File: src/rtl/trap_controller.sv
// Machine-mode trap controller: takes exceptions, interrupts and MRET, maintains
// the trap CSRs and raises a held redirect request towards fetch.
module trap_controller #(
  parameter logic [31:0] RESET_MTVEC = 32'h0000_0000
) (
  input  logic        clk,
  input  logic        rst_n,
  input  logic        i_exception_taken,
  input  logic [31:0] i_exception_cause,
  input  logic [31:0] i_exception_val,
  input  logic [31:0] i_exception_pc,
  input  logic        i_instr_boundary,
  input  logic        i_mret,
  input  logic        i_irq_software,
  input  logic        i_irq_timer,
  input  logic        i_irq_external,
  input  logic        i_csr_we,
  input  logic [11:0] i_csr_addr,
  input  logic [31:0] i_csr_wdata,
  output logic [31:0] o_csr_rdata,
  output logic        o_trap_req,
  output logic [31:0] o_trap_pc,
  input  logic        i_trap_ack,
  output logic        o_flush,
  output logic        o_busy
);

  localparam logic [11:0] ADDR_MSTATUS = 12'h300;
  localparam logic [11:0] ADDR_MIE     = 12'h304;
  localparam logic [11:0] ADDR_MTVEC   = 12'h305;
  localparam logic [11:0] ADDR_MEPC    = 12'h341;
  localparam logic [11:0] ADDR_MCAUSE  = 12'h342;
  localparam logic [11:0] ADDR_MTVAL   = 12'h343;
  localparam logic [11:0] ADDR_MIP     = 12'h344;

  typedef enum logic {IDLE, REDIRECT} state_t;

  state_t      r_state;
  state_t      w_state_next;

  logic        r_mstatus_mie;
  logic        r_mstatus_mpie;
  logic [2:0]  r_mie;          // {external, timer, software}
  logic [31:0] r_mtvec;
  logic [29:0] r_mepc;
  logic [31:0] r_mcause;
  logic [31:0] r_mtval;
  logic [31:0] r_trap_pc;
  logic        r_flush;

  logic [31:0] w_mip;
  logic [31:0] w_mie;
  logic [31:0] w_mstatus;
  logic [31:0] w_pending;
  logic        w_idle;
  logic        w_irq_pending;
  logic        w_take_exc;
  logic        w_take_irq;
  logic        w_take_mret;
  logic        w_trap_entry;
  logic        w_take_any;
  logic        w_csr_wr;
  logic [3:0]  w_irq_code;
  logic [31:0] w_trap_base;
  logic [31:0] w_trap_pc_next;

  assign w_mip     = {20'b0, i_irq_external, 3'b0, i_irq_timer, 3'b0, i_irq_software, 3'b0};
  assign w_mie     = {20'b0, r_mie[2], 3'b0, r_mie[1], 3'b0, r_mie[0], 3'b0};
  assign w_mstatus = {19'b0, 2'b11, 3'b0, r_mstatus_mpie, 3'b0, r_mstatus_mie, 3'b0};
  assign w_pending = w_mip & w_mie;

  assign w_idle        = (r_state == IDLE);
  assign w_irq_pending = r_mstatus_mie && (w_pending != 32'b0);
  assign w_take_exc    = w_idle && i_exception_taken;
  assign w_take_irq    = w_idle && !i_exception_taken && w_irq_pending && i_instr_boundary;
  assign w_take_mret   = w_idle && !i_exception_taken && !w_take_irq && i_mret;
  assign w_trap_entry  = w_take_exc || w_take_irq;
  assign w_take_any    = w_trap_entry || w_take_mret;
  assign w_csr_wr      = w_idle && i_csr_we;

  // Fixed interrupt priority: external > software > timer.
  always_comb begin
    w_irq_code = 4'd7;
    if (w_pending[11]) begin
      w_irq_code = 4'd11;
    end else if (w_pending[3]) begin
      w_irq_code = 4'd3;
    end
  end

  assign w_trap_base = {r_mtvec[31:2], 2'b00};

  always_comb begin
    w_trap_pc_next = w_trap_base;
    if (w_take_mret) begin
      w_trap_pc_next = {r_mepc, 2'b00};
    end else if (w_take_irq && (r_mtvec[1:0] == 2'b01)) begin
      w_trap_pc_next = w_trap_base + {26'b0, w_irq_code, 2'b00};
    end
  end

  always_comb begin
    w_state_next = r_state;
    case (r_state)
      IDLE:     if (w_take_any) w_state_next = REDIRECT;
      REDIRECT: if (i_trap_ack) w_state_next = IDLE;
      default:  w_state_next = IDLE;
    endcase
  end

  always_ff @(posedge clk or negedge rst_n) begin
    if (!rst_n) begin
      r_state <= IDLE;
    end else begin
      r_state <= w_state_next;
    end
  end

  // CSR writes are applied first; trap/MRET updates below override the fields they own.
  always_ff @(posedge clk or negedge rst_n) begin
    if (!rst_n) begin
      r_mstatus_mie  <= 1'b0;
      r_mstatus_mpie <= 1'b0;
      r_mie          <= 3'b0;
      r_mtvec        <= RESET_MTVEC;
      r_mepc         <= 30'b0;
      r_mcause       <= 32'b0;
      r_mtval        <= 32'b0;
      r_trap_pc      <= 32'b0;
      r_flush        <= 1'b0;
    end else begin
      r_flush <= w_take_any;
      if (w_take_any) begin
        r_trap_pc <= w_trap_pc_next;
      end
      if (w_csr_wr) begin
        case (i_csr_addr)
          ADDR_MSTATUS: begin
            r_mstatus_mie  <= i_csr_wdata[3];
            r_mstatus_mpie <= i_csr_wdata[7];
          end
          ADDR_MIE:    r_mie    <= {i_csr_wdata[11], i_csr_wdata[7], i_csr_wdata[3]};
          ADDR_MTVEC:  r_mtvec  <= i_csr_wdata;
          ADDR_MEPC:   r_mepc   <= i_csr_wdata[31:2];
          ADDR_MCAUSE: r_mcause <= i_csr_wdata;
          ADDR_MTVAL:  r_mtval  <= i_csr_wdata;
          default:     ;
        endcase
      end
      if (w_trap_entry) begin
        r_mepc         <= i_exception_pc[31:2];
        r_mcause       <= w_take_exc ? i_exception_cause : {1'b1, 27'b0, w_irq_code};
        r_mtval        <= w_take_exc ? i_exception_val : 32'b0;
        r_mstatus_mpie <= r_mstatus_mie;
        r_mstatus_mie  <= 1'b0;
      end else if (w_take_mret) begin
        r_mstatus_mie  <= r_mstatus_mpie;
        r_mstatus_mpie <= 1'b1;
      end
    end
  end

  always_comb begin
    o_csr_rdata = 32'b0;
    case (i_csr_addr)
      ADDR_MSTATUS: o_csr_rdata = w_mstatus;
      ADDR_MIE:     o_csr_rdata = w_mie;
      ADDR_MTVEC:   o_csr_rdata = r_mtvec;
      ADDR_MEPC:    o_csr_rdata = {r_mepc, 2'b00};
      ADDR_MCAUSE:  o_csr_rdata = r_mcause;
      ADDR_MTVAL:   o_csr_rdata = r_mtval;
      ADDR_MIP:     o_csr_rdata = w_mip;
      default:      o_csr_rdata = 32'b0;
    endcase
  end

  assign o_trap_req = (r_state == REDIRECT);
  assign o_busy     = (r_state == REDIRECT);
  assign o_trap_pc  = r_trap_pc;
  assign o_flush    = r_flush;

endmodule

File: config.mk
export PLATFORM = sky130hd
export DESIGN_NAME = trap_controller
export DESIGN_NICKNAME = d
export VERILOG_FILES = /design/src/rtl/trap_controller.sv
export SDC_FILE = /design/constraint.sdc
export NUM_CORES = 1
export LEC_CHECK = 0
export ABC_AREA = 1
export BUFFER_PORTS_ARGS = -buffer_cell sky130_fd_sc_hd__buf_2
export CORE_MARGIN = 3
export CORE_UTILIZATION = 49
export CTS_CLUSTER_DIAMETER = 30
export DETAILED_ROUTE_END_ITERATION = 6
export GPL_ROUTABILITY_DRIVEN = 0
export HOLD_SLACK_MARGIN = 0.06
export PLACE_DENSITY = 0.77
export SLEW_MARGIN = 25
export SYNTH_ARGS = -nofsm -noshare
export SYNTH_HDL_FRONTEND = slang
export SYNTH_SLANG_ARGS = --single-unit
File: constraint.sdc
create_clock -name clk -period 2.05 [get_ports clk]
set_clock_uncertainty 0.05 [all_clocks]
set_input_delay 0.41 -clock clk [delete_from_list [all_inputs] [get_ports clk]]
set_output_delay 0.41 -clock clk [all_outputs]
set_load 0.02 [all_outputs]
; Yosys cells after proc, flatten, opt, wreduce, memory -nomap -nowiden
; Cells that the tools add are included.
[word_totals]
ff_bits = 165
out_inout_bits = 67
elab_cells = 74
[op_classes]
n_addsub = 1
n_eq_ne = 8
muxes = 27
bitwise_logic = 2
n_reduce_logical = 26
[op_table]
columns = cell, count
row1 = 2-to-1 mux 32 bit, 10
row2 = one-hot mux 32 bit (7 select lines), 1
row3 = 2-to-1 mux 30 bit, 3
row4 = "== test 12 x 10 -> 1 bit, second input constant", 7
row5 = adder 32 x 6 -> 32 bit, 1
row6 = nonzero test 32 bit, 1
row7 = AND 12 bit, 1
row8 = AND reduction 2 bit, 6
row9 = 2-to-1 mux 1 bit, 10
row10 = logical AND 1 bit, 9
row11 = nonzero test 2 bit, 4
row12 = nonzero test 3 bit, 2
row13 = 2-to-1 mux 4 bit, 1
row14 = 2-to-1 mux 3 bit, 1
row15 = "== test 2 x 1 -> 1 bit, second input constant", 1
row16 = logical NOT 1 bit, 2
row17 = logical OR 1 bit, 2
row18 = one-hot mux 1 bit (2 select lines), 1
row19 = inverter 1 bit, 1

; Logic depth before layout (Yosys ltp)
; Gate-level depths: netlist (run 1).
[logic_depth]
ltp_word = 11
depth_mapped = 16
depth_no_buf = 15

; Least setup slack after synthesis (run 1)
; No wires, ideal clock.
[synth_timing]
path_kind = input to output
from = in i_csr_addr[11]
to = out o_csr_rdata[14]
arrival_time_ps = 1680
required_ps = 1590
path_slack_ps = -90
stages = 6
path_buffers = 1
cell_sequence = nor2_1 -> nand3_2 -> nor2_2 -> nand2_1 -> clkbuf_1 -> o2111ai_1
[synth_via]
elab_chain_len = 2
[synth_lines]
columns = item, line_no
row1 = from (decl), 18  ; input logic [11:0] i_csr_addr,
row2 = == test 12 x 10 -> 1 bit, 165  ; case (i_csr_addr)
row3 = one-hot mux 32 bit (7 select lines) *, 165
row4 = to (decl), 20  ; output logic [31:0] o_csr_rdata,
; Every way passes the cells marked *; elsewhere a longest branch is shown, timed or not.

; Final worst setup path (run 1)
[layout_timing]
from = in i_csr_addr[6]
to = out o_csr_rdata[23]
; Same word-level chain as after synthesis.

==> results of run 1 <==
through the flow:
stage / setup TNS, ns / setup slack (ns) / power [uW] / hold slack (ns) / area [um2]
after global placement: -14.56 / -0.3248 / 6819 / 0.3155 / 11160
final: -7.620 / -0.3291 / 10910 / 0.1068 / 13340
after CTS: -2.849 / -0.1597 / 10310 / 0.1121 / 12420
after floorplan: -0.5808 / -0.04171 / 5889 / 0.06441 / 9236
after detailed placement: -21.07 / -0.3231 / 6912 / 0.3170 / 11160
after global routing: -8.771 / -0.3267 / 11270 / 0.1582 / 13340
cells in the final DEF (no fill, tap or decap), types with 4 or more instances in the layout:
master / n
nor2_2: 12
nand3_4: 5
clkbuf_16: 28
o21ai_2: 5
inv_2: 12
nand2_4: 8
a31oi_1: 63
a21oi_1: 19
nor3_1: 4
nand2_2: 30
buf_12: 16
dfrtp_1: 162
nor3_2: 4
bufinv_16: 4
o22ai_4: 14
inv_1: 117
buf_4: 94
xor2_1: 7
o21ai_1: 7
buf_6: 33
o22ai_2: 10
buf_2: 179
o211ai_1: 28
nand3_1: 35
nand4_1: 6
nand3_2: 8
nor2_4: 13
a21oi_2: 13
mux2_4: 8
nand3b_1: 4
mux2_2: 18
o21bai_1: 4
o21ai_0: 53
nand2_1: 393
nor2_1: 106
worst paths after layout:
check	startpoint	end	slack, ns	cells after the start
worst min register to register	o_trap_pc[5]	o_trap_pc[5]	0.46	2
worst max register to register	r_mie[2]	o_trap_pc[17]	-0.16	17
worst min-delay path	i_trap_ack	o_busy	0.11	2
worst max-delay path	i_csr_addr[6]	o_csr_rdata[23]	-0.33	11
max in group asynchronous	rst_n	r_mtvec[8]	0.93	3
min in group asynchronous	rst_n	o_trap_pc[26]	0.42	2
per-layer routing:
metal | part of all wire, % | vias up | routed length (um) | global-route usage, %
met3 | 15 | 326 | 6200 | 8.707
met5 | 0.078 | - | 32 | 0
li1 | - | 4710 | - | -
met2 | 43 | 1150 | 17560 | 49.80
met1 | 35 | 5088 | 14150 | 46.33
met4 | 7.3 | 4 | 2992 | 13.01
repair_timing:
action	CTS	global route
gates resized for setup	131	129
endpoints found under the hold margin	37	0
hold buffers	1	0
cloned	3	16
setup buffers	7	11
pin swaps	12	38
endpoints found under the setup margin	53	139
registers in the layout (all words and copies together), names as in the netlist:
signal	count
r_mepc	30
o_busy	1
r_mstatus_mpie	1
r_mtvec	32
r_mie	3
r_mcause	32
r_mtval	32
r_mstatus_mie	1
o_flush	1
o_trap_pc	30
layout make-up:
class,count,area [um2],area share [%]
multi-input combinational,902,5155,38.65
sequential,163,4080,30.59
timing repair buffer,339,2691,20.18
inverter,133,516.7,3.874
clock buffer,21,450.4,3.377
tap,229,286.5,2.148
clock inverter,9,155.1,1.163
antenna,1,2.502,0.01876
cell families after synthesis:
logic type	Yosys count	synth area share, %
other	1	0.04068
AO/OA/AOI/OAI	228	15.03
AND/OR/NAND/NOR	635	27.47
multiplexers	26	3.502
XOR/XNOR	8	0.7602
buffers and inverters	190	8.538
adder cells (fa/ha/maj)	3	0.4073
flip-flops	163	44.25
power by group:
part,internal [uW],switching (uW)
clock network,2060,1360
logic,1050,1880
registers,4000,555
==> out/qor.txt, run 1 <==
Fin util - 73.25%
Setup CP Type - input pin to output port
Post-Syn Area - 0.009218 mm2
Slew @ Worst Pin - 0.5559 ns
Vias in the first global route - 9774
Count leader, synth - nand2_1
Root Buffer - clkbuf_16
RSZ-0062 raised after global routing - true
Vias post-DR - 11280
Tmin final - 2.379 ns
Clk slew on worst S/H paths - 0.06 ns
Status - finished, violations left
Cell Chain, Critical Path - buf_2, nor2_1, nand2_1, inv_1, nand4_1, buf_12, o21ai_2, buf_4, a21oi_1, o21ai_0, buf_2
CP max-delay cell - buf_12
Synth area leader - dfrtp_1
Routed Antenna Nets - 0
Largest net degree at the start of global routing - 63
Vias per cell - 6.276
Nets - 1709
Worst Setup Slack, final - -0.3291 ns
Cell variety after synth - 36
I/O pin count - 217
Bufs and invs on worst path - 5
I/O Buffers - 212
Clock latency on the worst-skew pair - 0.44 ns
Syn Area/Cell - 7.351 um2
Critical Path End Type - output port
PwrDens - 817.9 mW/mm2
Max-cap viol count - 0
TritonCTS Sinks - 163
Relative slew slack - 62.65%
CP most frequent cell - buf_2
Synth warn - 0
Routed WL - 40940 um
Peak VDD IR - 0.0006912 V
Initial Util - 50.62%
Filler cells - 1209
Synth cell count leaders - nand2_1 (430), dfrtp_1 (163), nor2_1 (128)
Number of flops mapped to enable cells by yosys - 0
H-tree Lvls - 4
Total gr overflow - 0
TritonCTS buffer count - 17
# DRC - 0
DR pass1 iterations - 7
Worst setup SP type - input pin
First-pass GRT wire length - 52600 um
Non-Filler Instances - 1797
Layout cells sized above 1 - 34.65%
Worst EP arrival - 1.92 ns
Setup violators final - 43
CTS max path bufs - 2
Post-synth top flop - dfrtp_1
Placed Cells - 1731
Maximum clock frequency - 0.4203 GHz
Area contributors post-synth - dfrtp_1 (44%), nand2_1 (18%), nor2_1 (5.2%), inv_1 (5.0%), a31oi_1 (4.3%)
Synth Instances - 1254
CTS tree - yes
Worst path max stage delay - 0.21 ns
Final hold vios - 0
Synth top area share - 44.25%
Final Max Slew Viols - 0
Die H - 143.2 um
Avg WL per Cell - 22.78 um
Seq cells post-synth - 163
Total Die Area - 0.02049 mm2
Register area share after synthesis - 44.25%
Leak - 0.006436 uW
Initial antenna violation count - 2
DP Wirelength - 23870 um
Area Overhead vs Synth - 44.70%
Hold WC Path Type - input pin to register
FFs w/ async S/R, synth - 100.0%
DR iter-0 viols - 1972
Crit path max-delay family - buffers and inverters
Core Area - 0.01821 mm2
Period utilization - 116.1%
Die Width - 143.2 um
Critical path peak fanout - 10
Violated checks - negative setup slack
GRT Total Usage - 33.24%
Cell Rows - 49
Crit path required time - 1.59 ns
Power figures use the tool's default switching activity.
==> run 2: changes to the inputs <==
Settings changed: BUFFER_PORTS_ARGS -buffer_cell sky130_fd_sc_hd__buf_2 to -buffer_cell sky130_fd_sc_hd__clkbuf_2, CTS_BUF_LIST set to sky130_fd_sc_hd__clkbuf_16.
==> run 2 against run 1 <==
  * The run ends with design-rule violations, negative setup slack left
  * Register-to-register slack better by 0.12 ns
  * Combinational power down 6%
  * Sequential power about the same
  * Power decreased by 4.6%
  * Via count decreased by 4.1%
  * Core utilization is 0.82 points lower
  * Non-clock buffer count shrank 7
  * First-iteration DRC count shrank 17%
  * Die area is the same
  * Highest routed layer is now met4
==> out/qor.txt, run 2 (synthesis gave the netlist of run 1 again) <==
CTS tree - yes
Vias in the first global route - 9755
Initial antenna violation count - 0
Crit path required time - 1.59 ns
I/O pin count - 217
Nets - 1702
Overall power - 10400 uW
Core Area - 0.01821 mm2
Period utilization - 121.4%
Total gr overflow - 0
DR pass1 iterations - 7
Most frequent cells in the layout - nand2_1 (389), clkbuf_2 (174), dfrtp_1 (162)
Worst reg2reg setup slack - -0.04 ns
Setup CP Type - input pin to output port
Vias post-DR - 10810
Die Width - 143.2 um
Hold_sp - i_trap_ack
Die H - 143.2 um
I/O Buffers - 212
R2r startpoint - r_mie[2]
Filler cells - 1218
Layout cells sized above 1 - 34.04%
DP Wirelength - 24590 um
Final Max Slew Viols - 0
CTS max path bufs - 2
Critical path origin - i_csr_addr[11]
Leak - 0.006363 uW
Critical Path End Type - output port
Maximum clock frequency - 0.4017 GHz
Most common cell after layout, fill and taps aside - nand2_1
Clock latency on the worst-skew pair - 0.43 ns
Clk slew on worst S/H paths - 0.06 ns
H-tree Lvls - 4
Hold WC Path Type - input pin to register
Depth of the most critical reg-to-reg path - 17
Hold Path Depth - 2
Area Overhead vs Synth - 43.08%
Cell Rows - 49
Total Die Area - 0.02049 mm2
Met1 WL - 13770 um
Root Buffer - clkbuf_16
Routed wl met2 - 16980 um
Highest metal used - met4
Max-cap viol count - 0
Setup tns final - -7.433 ns
Routed Antenna Nets - 0
Ant. Diodes - 0
DR iter-0 viols - 1641
Setup violators final - 37
Critical path peak fanout - 7
Avg WL per Cell - 21.41 um
Worst setup SP type - input pin
GRT Total Usage - 32.80%
Worst EP arrival - 2.03 ns
Routed WL - 38300 um
Worst Setup Slack, final - -0.4394 ns
Met3 wire len - 5232 um
Peak VDD IR - 0.0007381 V
Final hold vios - 0
Worst Hold Path EP - o_busy
# DRC - 8
Largest registers - r_mcause (32), r_mtval (32), r_mtvec (32)
TritonCTS buffer count - 17
Fin util - 72.43%
First-pass GRT wire length - 51870 um
Reg2reg end - o_trap_pc[31]
Largest net degree at the start of global routing - 62
Tmin final - 2.489 ns
RSZ-0062 raised after global routing - true
Vias per cell - 6.042
PwrDens - 788.9 mW/mm2
Initial Util - 50.62%
TritonCTS Sinks - 163
Violated checks - design-rule violations, negative setup slack
Status - finished, violations left
-- run 2: cell count changes in the layout (fill, tap and decap cells not counted), moves of 5 or more --
cell | previous run | this run
o22ai_2 | 10 | 18
clkbuf_8 | 1 | 17
buf_2 | 179 | 0
o22ai_4 | 14 | 3
o21ai_1 | 7 | 12
buf_4 | 94 | 86
buf_6 | 33 | 22
nand2_2 | 30 | 35
clkbuf_2 | 0 | 174
-- run 2: worst max-delay path, cell delays in order --
cell,delay [ns]
buf_6,0.10
nor2_4,0.12
nand3_4,0.12
inv_2,0.09
nand4_1,0.20
buf_6,0.23
buf_4,0.16
o22ai_1,0.15
a21oi_1,0.08
nand2_1,0.19
buf_4,0.19
-- run 2: layout make-up --
type                            instances  area, um2  area share, %
Inverter                              133      524.3          3.975
Timing Repair Buffer                  332       2684          20.35
Tap cell                              229      286.5          2.172
Sequential cell                       163       4080          30.94
Clock buffer                           17      425.4          3.226
Multi-Input combinational cell        902       5065          38.40
Clock inverter                         13      123.9         0.9392
-- run 2: how the worst max path moves through the flow --
stage | cells past startpoint | slack [ns] | endpoint
after detailed placement | 10 | -0.38 | o_csr_rdata[1]
after global placement | 11 | -0.30 | o_csr_rdata[23]
after floorplan | 6 | -0.04 | o_csr_rdata[0]
final | 11 | -0.44 | o_csr_rdata[2]
after CTS | 11 | -0.22 | o_csr_rdata[10]
after global routing | 11 | -0.50 | o_csr_rdata[2]
-- run 2: stage by stage --
stage	instance area (um2)	hold WS [ns]	worst slack, ns	cells
2_1_floorplan	9236	0.06441	-0.04171	1255
3_3_place_gp	11210	0.2848	-0.3043	1737
3_5_place_dp	11210	0.2837	-0.3780	1737
4_1_cts	12400	0.1009	-0.2210	1775
5_1_grt	13190	0.1158	-0.5046	1789
6_report	13190	0.1128	-0.4394	1789
-- run 2: power breakdown --
part	internal, uW	switching, uW
Sequential	4000	562
Combinational	984	1780
Clock	1760	1320
-- run 2: metal layers --
layer | vias up | track usage (%)
met3 | 231 | 8.607
li1 | 4692 | -
met5 | - | 0
met1 | 5004 | 44.92
met4 | 0 | 13.51
met2 | 883 | 49.68
-- run 2: timing repair --
item,4_1_cts,5_1_grt
buffers inserted,4,7
hold buffers,1,0
endpoints found under the hold margin,32,0
endpoints found under the setup margin,41,128
gates resized for setup,117,171
pin swaps,15,61
gates cloned,3,9
==> run 3: changes to the inputs <==
Settings changed: CORE_UTILIZATION 49 to 55, PLACE_DENSITY 0.77 to 0.81.
Clock period 2.05 ns to 2.7 ns, I/O delays scaled along.
==> run 3 against run 2 <==
  * The flow now finishes without violations
  * Clock power decreased by 23%
  * Non-clock buffer count down 79
  * Design area shrank 14%
  * Largest cell class unchanged
==> out/qor.txt, run 3 (synthesis gave the netlist of run 1 again) <==
Critical path depth in cells - 10
Crit path max-delay family - simple AND/OR/NAND/NOR gates
Nets - 1623
Initial antenna violation count - 0
TritonCTS buffer count - 17
PwrDens - 666.9 mW/mm2
Relative slew slack - 54.30%
H-tree Lvls - 4
Final Max Slew Viols - 0
Placed Cells - 1665
Layout cells sized above 1 - 22.99%
Switching share of power - 33.64%
TritonCTS Sinks - 163
Most common cell after layout, fill and taps aside - nand2_1
Final hold vios - 0
Ant. Diodes - 0
Area Overhead vs Synth - 22.68%
Most frequent cells in the layout - nand2_1 (430), clkbuf_2 (210), dfrtp_1 (163)
Total internal power - 5005 uW
Largest net degree at the start of global routing - 69
Bufs and invs on worst path - 3
Cell Chain, Critical Path - clkbuf_2, nor2_1, nand3_2, nor3_2, nand2_1, nor2_4, buf_12, a21oi_1, o21ai_0, buf_2
R2r startpoint - o_busy
Vias per cell - 5.740
GRT Total Usage - 33.46%
Root Buffer - clkbuf_16
Initial Util - 57.20%
Tmin final - 2.625 ns
Depth of the most critical reg-to-reg path - 10
I/O Buffers - 212
Clock Power Share - 31.2%
Non-Filler Instances - 1699
Hold WC Path Type - input pin to async pin
Avg WL per Cell - 17.93 um
CTS tree - yes
Largest registers - r_mcause (32), r_mtval (32), r_mtvec (32)
# DRC - 0
Worst setup SP type - input pin
Total Die Area - 0.01835 mm2
Reg power frac - 45.4%
Cell Rows - 46
Routed WL - 30470 um
Die H - 135.5 um
Critical Path End Type - output port
Fin util - 70.17%
Hold_buf cts - 0
Status - finished, final reports clean
Crit path to - o_csr_rdata[23]
Peak VDD IR - 0.0004734 V
RSZ-0062 raised after global routing - true
Comb power frac - 23.4%
DP Wirelength - 23000 um
Net switching power figure - 2537 uW
I/O pin count - 217
Crit path required time - 2.11 ns
Period utilization - 97.23%
Routed Antenna Nets - 0
Worst EP arrival - 2.04 ns
Critical path peak fanout - 22
Vias in the first global route - 8871
Max-cap viol count - 0
Leak - 0.005673 uW
CTS max path bufs - 2
Total gr overflow - 0
Vias post-DR - 9752
Setup violators final - 0
Slew @ Worst Pin - 0.6855 ns
Die Width - 135.5 um
Critical path origin - i_csr_addr[5]
Worst path max stage delay - 0.24 ns
Clk slew on worst S/H paths - 0.07 ns
Reg2reg end - r_mtval[31]
Setup CP Type - input pin to output port
Clock latency on the worst-skew pair - 0.44 ns
CP max-delay cell - nor3_2
Worst reg2reg setup slack - 0.32 ns
Maximum clock frequency - 0.3809 GHz
First-pass GRT wire length - 47240 um
DR iter-0 viols - 1159
Core Area - 0.01612 mm2
DR pass1 iterations - 6
run 3: cell types whose count changed in the layout (fill, tap and decap cells not counted), moves of 21 or more:
cell	delta
buf_6	-21
nand2_1	+41
clkbuf_2	+36
buf_4	-52
nand2_2	-33
run 3: worst min-delay path by stage:
| stage | from | to | slack [ns] | depth (start not counted) |
|---|---|---|---|---|
| after global placement | r_mtvec[1] | r_mtvec[1] | 0.42 | 2 |
| after detailed placement | r_mtvec[1] | r_mtvec[1] | 0.44 | 2 |
| after CTS | rst_n | o_trap_pc[25] | 0.1 | 1 |
| after global routing | rst_n | o_trap_pc[27] | 0.12 | 1 |
| after floorplan | rst_n | o_busy | 0.19 | 0 |
| final | rst_n | o_trap_pc[27] | 0.07 | 1 |
run 3: power by group through the flow:
| stage | Sequential [uW] | Clock (uW) | Combinational, uW |
|---|---|---|---|
| after floorplan | 3470 | 0 | 1000 |
| after global placement | 3410 | 0 | 1690 |
| after detailed placement | 3440 | 0 | 1730 |
| after CTS | 3400 | 2360 | 1740 |
| after global routing | 3480 | 2480 | 1960 |
| final | 3430 | 2360 | 1760 |
run 3: cell type report:
class / count / area, um2
clock inverter: 15 / 143.9
multi-input combinational: 902 / 4428
tap: 216 / 270.3
fill: 1361 / 4807
inverter: 133 / 499.2
clock buffer: 17 / 425.4
timing repair buffer: 253 / 1463
sequential: 163 / 4079
run 3: timing repair:
| item | CTS | global route |
|---|---|---|
| cloned | 0 | 0 |
| endpoints found under the setup margin | 2 | 25 |
| setup buffers | 0 | 2 |
| pin swaps | 0 | 1 |
| resized for setup | 1 | 15 |
run 3: worst reg2reg max path, stage by stage (launching register included):
cell	delay [ns]
dfrtp_1	0.45
inv_1	0.16
nand2_1	0.07
nor2_1	0.14
nand2_1	0.14
nand2_2	0.10
buf_4	0.31
buf_4	0.48
o21ai_0	0.17
nand2_1	0.09
o21ai_0	0.09
run 3: routing by layer:
layer / vias up / GRT usage (%) / wire (um)
li1: 4518 / - / -
met1: 4515 / 49.31 / 12780
met2: 631 / 47.76 / 13020
met3: 88 / 9.435 / 3697
met4: 0 / 11.03 / 971
met5: - / 0 / 0
run 3: per-stage QoR:
step                      setup TNS, ns  cell area [um2]  power (uW)  hold slack, ns  setup WS [ns]
after global placement         -0.03435            10660        5095          0.4207       -0.03435
after global routing            -0.2964            11310        7913          0.1204       -0.08751
after floorplan                       0             9221        4470          0.1944         0.3002
after detailed placement       -0.02360            10660        5171          0.4356       -0.02360
final                                 0            11310        7542         0.07145        0.07467
after CTS                     -0.002159            11230        7505         0.09690      -0.002159
